File: config.mk
export PLATFORM = sky130hd
export DESIGN_NAME = ex_mem_result_buf
export DESIGN_NICKNAME = d
export VERILOG_FILES = /design/src/rtl/ex_mem_result_buf.sv
export SDC_FILE = /design/constraint.sdc
export NUM_CORES = 1
export LEC_CHECK = 0
export BUFFER_PORTS_ARGS = -buffer_cell sky130_fd_sc_hd__buf_2
export CAP_MARGIN = 20
export CORE_ASPECT_RATIO = 1.2
export CORE_MARGIN = 1
export CORE_UTILIZATION = 51
export CTS_CLUSTER_SIZE = 30
export DETAILED_ROUTE_END_ITERATION = 12
export PLACE_DENSITY = 0.87
export SYNTH_ARGS = -nofsm -noshare
export SYNTH_HDL_FRONTEND = slang
export SYNTH_SLANG_ARGS = --single-unit
File: constraint.sdc
create_clock -name clk -period 2.63 [get_ports clk]
set_input_delay 0 -clock clk [delete_from_list [all_inputs] [get_ports clk]]
set_output_delay 0 -clock clk [all_outputs]
set_load 0.005 [all_outputs]
File: src/rtl/ex_mem_result_buf.sv
// ---------------------------------------------------------------------------
// ex_mem_result_buf
//   EX->MEM pipeline result buffer. Each retired EX op (ALU result plus
//   control) is captured into a two-entry skid buffer made of a head entry
//   ("main", drives out_*) and an overflow entry ("skid"). Both sides use
//   valid/ready handshakes. The buffer also performs an operand-forwarding
//   lookup for the op currently in EX and raises a load-use stall.
//
// Handshake rule: a beat transfers on a rising edge where valid and ready
// are both high. The producer holds valid and payload stable until that
// edge. Ready may depend on nothing but registered state.
//
// Ports
//   clk, rst_n          clock (rising edge), async active-low reset
//   flush               synchronous kill of both entries
//   in_valid/in_ready   EX-side handshake (in_ready = !skid_valid)
//   in_*                EX result fields
//   out_valid/out_ready MEM-side handshake on the head entry
//   out_*               head entry fields (registered)
//   ex_rs1, ex_rs2      source register indices of the op in EX
//   fwd_rsN_hit/data    forwarding select and data for each operand
//   fwd_stall           a matching producer is a load
// ---------------------------------------------------------------------------
module ex_mem_result_buf #(
  parameter int XLEN   = 32,
  parameter int REG_AW = 5
) (
  input  logic              clk,
  input  logic              rst_n,
  input  logic              flush,
  input  logic              in_valid,
  output logic              in_ready,
  input  logic [XLEN-1:0]   in_alu_result,
  input  logic [XLEN-1:0]   in_store_data,
  input  logic [REG_AW-1:0] in_rd,
  input  logic              in_reg_write,
  input  logic              in_mem_read,
  input  logic              in_mem_write,
  output logic              out_valid,
  input  logic              out_ready,
  output logic [XLEN-1:0]   out_alu_result,
  output logic [XLEN-1:0]   out_store_data,
  output logic [REG_AW-1:0] out_rd,
  output logic              out_reg_write,
  output logic              out_mem_read,
  output logic              out_mem_write,
  input  logic [REG_AW-1:0] ex_rs1,
  input  logic [REG_AW-1:0] ex_rs2,
  output logic              fwd_rs1_hit,
  output logic [XLEN-1:0]   fwd_rs1_data,
  output logic              fwd_rs2_hit,
  output logic [XLEN-1:0]   fwd_rs2_data,
  output logic              fwd_stall
);

  typedef struct packed {
    logic [XLEN-1:0]   alu_result;
    logic [XLEN-1:0]   store_data;
    logic [REG_AW-1:0] rd;
    logic              reg_write;
    logic              mem_read;
    logic              mem_write;
  } entry_t;

  logic   main_valid_q, main_valid_d;
  logic   skid_valid_q, skid_valid_d;
  entry_t main_q, main_d;
  entry_t skid_q, skid_d;
  entry_t in_entry;
  logic   accept;
  logic   pop;

  assign in_entry = '{alu_result: in_alu_result, store_data: in_store_data,
                      rd: in_rd, reg_write: in_reg_write,
                      mem_read: in_mem_read, mem_write: in_mem_write};

  assign in_ready = ~skid_valid_q;
  assign accept   = in_valid & in_ready;
  assign pop      = main_valid_q & out_ready;

  // Buffer next-state. The skid entry is always the younger one, so when the
  // head frees up it is refilled from skid before any new input.
  always_comb begin
    main_valid_d = main_valid_q;
    skid_valid_d = skid_valid_q;
    main_d       = main_q;
    skid_d       = skid_q;
    if (flush) begin
      main_valid_d = 1'b0;
      skid_valid_d = 1'b0;
    end else if (!main_valid_q || pop) begin
      if (skid_valid_q) begin
        main_d       = skid_q;
        main_valid_d = 1'b1;
        skid_valid_d = accept;
        if (accept) skid_d = in_entry;
      end else if (accept) begin
        main_d       = in_entry;
        main_valid_d = 1'b1;
      end else begin
        main_valid_d = 1'b0;
      end
    end else if (accept) begin
      skid_d       = in_entry;
      skid_valid_d = 1'b1;
    end
  end

  always_ff @(posedge clk or negedge rst_n) begin
    if (!rst_n) begin
      main_valid_q <= 1'b0;
      skid_valid_q <= 1'b0;
      main_q       <= '0;
      skid_q       <= '0;
    end else begin
      main_valid_q <= main_valid_d;
      skid_valid_q <= skid_valid_d;
      main_q       <= main_d;
      skid_q       <= skid_d;
    end
  end

  assign out_valid      = main_valid_q;
  assign out_alu_result = main_q.alu_result;
  assign out_store_data = main_q.store_data;
  assign out_rd         = main_q.rd;
  assign out_reg_write  = main_q.reg_write;
  assign out_mem_read   = main_q.mem_read;
  assign out_mem_write  = main_q.mem_write;

  function automatic logic produces(input logic v, input entry_t e,
                                    input logic [REG_AW-1:0] x);
    return v & e.reg_write & (e.rd == x) & (x != '0);
  endfunction

  // Forwarding lookup: skid holds the younger producer, so it wins. A load
  // cannot forward yet; it stalls EX instead.
  logic skid_p1, main_p1, skid_p2, main_p2;
  logic load1, load2, any1, any2;

  always_comb begin
    skid_p1      = produces(skid_valid_q, skid_q, ex_rs1);
    main_p1      = produces(main_valid_q, main_q, ex_rs1);
    skid_p2      = produces(skid_valid_q, skid_q, ex_rs2);
    main_p2      = produces(main_valid_q, main_q, ex_rs2);
    any1         = skid_p1 | main_p1;
    any2         = skid_p2 | main_p2;
    load1        = skid_p1 ? skid_q.mem_read : main_q.mem_read;
    load2        = skid_p2 ? skid_q.mem_read : main_q.mem_read;
    fwd_rs1_data = skid_p1 ? skid_q.alu_result : main_q.alu_result;
    fwd_rs2_data = skid_p2 ? skid_q.alu_result : main_q.alu_result;
    fwd_rs1_hit  = any1 & ~load1;
    fwd_rs2_hit  = any2 & ~load2;
    fwd_stall    = (any1 & load1) | (any2 & load2);
  end

endmodule
==> flow_summary.ini <==
[sta]
finalClockSkew_ns = 0.00727
relSlewSlack = 0.556
hold_viol_final = 0
finalCritPeriodShare = 0.944
setup_viol = 0
max_clock_freq_mhz = 403
tns_ns = 0
final_max_slew_viol_count = 0
rsz0062_at_grt = no
fin_crit_ns = 2.48
tightest_slew_ns = 0.666

[global_routing]
grt_max_degree = 79
track_usage = 0.270
grt_pass1_wl_um = 31300
antenna_found_initial = 0
grt_pass1_vias = 6046
grt.overflow.total = 0

[setup_path]
crit_path_end = fwd_rs1_data[14]
regToRegSetupSlack_ns = 0.70
worstSetupPathType = register to output pin
worstSetupStartpointType = register
r2r-start = out_valid
worstPathRequired_ns = 2.63
startpoint = skid_valid_q
r2r_end = skid_q[5]
rr_worst_depth = 5
path_max_fanout = 14
cp-end-kind = output pin
cp.arrival_ns = 2.48

[placed_design]
dp_hpwl_um = 11500
dp.cells = 965
numPortBuffers = 227
place.gp.congestion = 0.830
dpl_cell_area_sq_mm = 0.00852

[floorplanning]
core.rowCount = 47
core-area_sq_mm = 0.0138
die_h_um = 132
pin_count = 228
die_area_sq_mm = 0.0146
start_util = 0.523
dieWidth_um = 110

[yosys]
ys_warn_count = 0
yosys-top-cells-area = dfrtp_1, mux2_2, mux2i_1, mux2_4, a21oi_1
synth.distinct_cells = 28
synth_top_area_frac = 0.508
synth_nets = 678
yosysTopAreaCell = dfrtp_1
ys_ff_latch = 146
synth_cells = 591
yosysSeqAreaShare = 0.508
syn_area_sq_mm = 0.00719
syn_avg_cell_area_sq_um = 12.2

[drt]
route.detailed.drc = 0
drt_first_iter_violations = 406
routedWlPerCell_um = 18.2
route.vias.total = 5908
drtAntennaViolNets = 0
drt-total-wl_um = 19500
post_drt_via_cell_ratio = 5.50
dr.pass1.iters = 4

[clock_tree]
cts_tree = built
cts_buffers = 17
clkSlewWorstSetupHoldPaths_ns = 0.06
clk-insertion-delay-late_ns = 0.42
ctsHtreeMaxLevel = 4
clkSinkCount = 146
post-cts-setup-buffer-count = 0
root_buffer = clkbuf_16
clk_path_buf_depth = 2

[power]
power_leakage_nw = 4.46
powerDensity_mw_per_mm2 = 695
peakVddDrop_uv = 503

[outcome]
status = completed

[cells_and_area]
diodes = 0
syn_to_final_growth_pct = 37.4
final_cells = 1074
final_cell_mix = buf_2, dfrtp_1, mux2_2, dlygate4sd3_1, nor2_1
fin_nets = 978
layout_commonest_cell = buf_2
final_area_sq_mm = 0.00988
layout-drive-gt1-share = 0.458
nFillCells = 906

[run]
max_cap_violations = 0

[worst_hold_path]
hold_class = primary input to asynchronous set/reset pin
## synthesized netlist by cell type
library cell,count
or4_1,3
inv_2,2
a22o_1,2
nand2_1,7
nor3_1,6
buf_6,1
nand2b_1,1
mux2i_1,71
mux2_1,1
mux2_2,108
a221o_1,1
o22ai_1,2
clkbuf_1,17
buf_8,1
xnor2_1,18
buf_12,2
mux2_4,27
o221ai_1,1
nand4_1,3
buf_2,7
buf_1,10
a31oi_1,1
dfrtp_1,146
or3_1,1
nand3_1,3
a21oi_1,72
inv_1,2
nor2_1,75
## logic make-up (layout without fill, tap and decap cells)
logic type / Yosys count / after routing / synth area share
XOR/XNOR: 18 / 18 / 0.0219
AND/OR/NAND/NOR: 99 / 99 / 0.0565
multiplexers: 207 / 207 / 0.326
AO/OA/AOI/OAI: 79 / 79 / 0.0577
flip-flops: 146 / 146 / 0.508
buffers and inverters: 42 / 354 / 0.0303
## how the worst min path moves through the flow
stage | endpoint | slack [ns] | depth (start not counted) | start
final | out_alu_result[20] | 0.11 | 2 | rst_n
after global routing | out_alu_result[20] | 0.16 | 2 | rst_n
after CTS | out_alu_result[20] | 0.12 | 2 | rst_n
after detailed placement | out_alu_result[20] | -0.008 | 1 | rst_n
after global placement | out_alu_result[20] | -0.01 | 1 | rst_n
after floorplan | out_alu_result[0] | -0.30 | 0 | rst_n
## critical path, cell delays in order, from the launching register on
cell and delay (ns):
dfrtp_4 0.43, nand2_1 0.10, a221o_1 0.28, or4_4 0.58, buf_12 0.19, mux2_4 0.33
buf_2 0.13
## where the power goes
group	leakage (nW)	total [mW]	switching, mW	internal (mW)
combinational	2.50	1.53	0.621	0.908
sequential	1.70	3.14	0.422	2.72
clock	0.259	2.20	0.941	1.26
## registers in the layout, summed over array words and instances (netlist names)
name / flops
skid_q: 72
out_alu_result: 32
out_store_data: 32
out_rd: 5
out_mem_read: 1
out_mem_write: 1
out_reg_write: 1
out_valid: 1
skid_valid_q: 1
## per-layer routing
| layer | share of wire | GRT usage | wire length, um |
|---|---|---|---|
| met3 | 0.055 | 0.0616 | 1070 |
| met1 | 0.41 | 0.333 | 8050 |
| met5 | 0 | 0 | 0 |
| met2 | 0.51 | 0.457 | 9890 |
| met4 | 0.027 | 0.113 | 518 |
## what timing repair did
item / 4_1_cts / 5_1_grt
cloned: 0 / 1
hold buffers: 77 / 0
endpoints found under the setup margin: 55 / 60
hold endpoints to repair: 205 / 0
resized for setup: 4 / 5
## area by class of cell
| class | count | area, sq um | area share |
|---|---|---|---|
| Clock buffer | 20 | 457 | 0.0462 |
| Clock inverter | 11 | 81.3 | 0.00823 |
| Inverter | 4 | 15.0 | 0.00152 |
| Multi-Input combinational cell | 403 | 3340 | 0.338 |
| Sequential cell | 146 | 3660 | 0.370 |
| Tap cell | 171 | 214 | 0.0216 |
| Timing Repair Buffer | 319 | 2120 | 0.214 |
## per-stage QoR
stage | util | worst slack [ns] | power [mW] | hold slack, ns
2_1_floorplan | - | 0.740 | 3.87 | -0.296
3_3_place_gp | 0.619 | 0.352 | 4.47 | -0.0138
3_5_place_dp | 0.619 | 0.332 | 4.55 | -0.00809
4_1_cts | 0.715 | 0.000576 | 6.86 | 0.119
5_1_grt | 0.718 | 0.0622 | 7.21 | 0.157
6_report | 0.718 | 0.147 | 6.87 | 0.109
No activity file was read; power rests on OpenSTA's default activity.
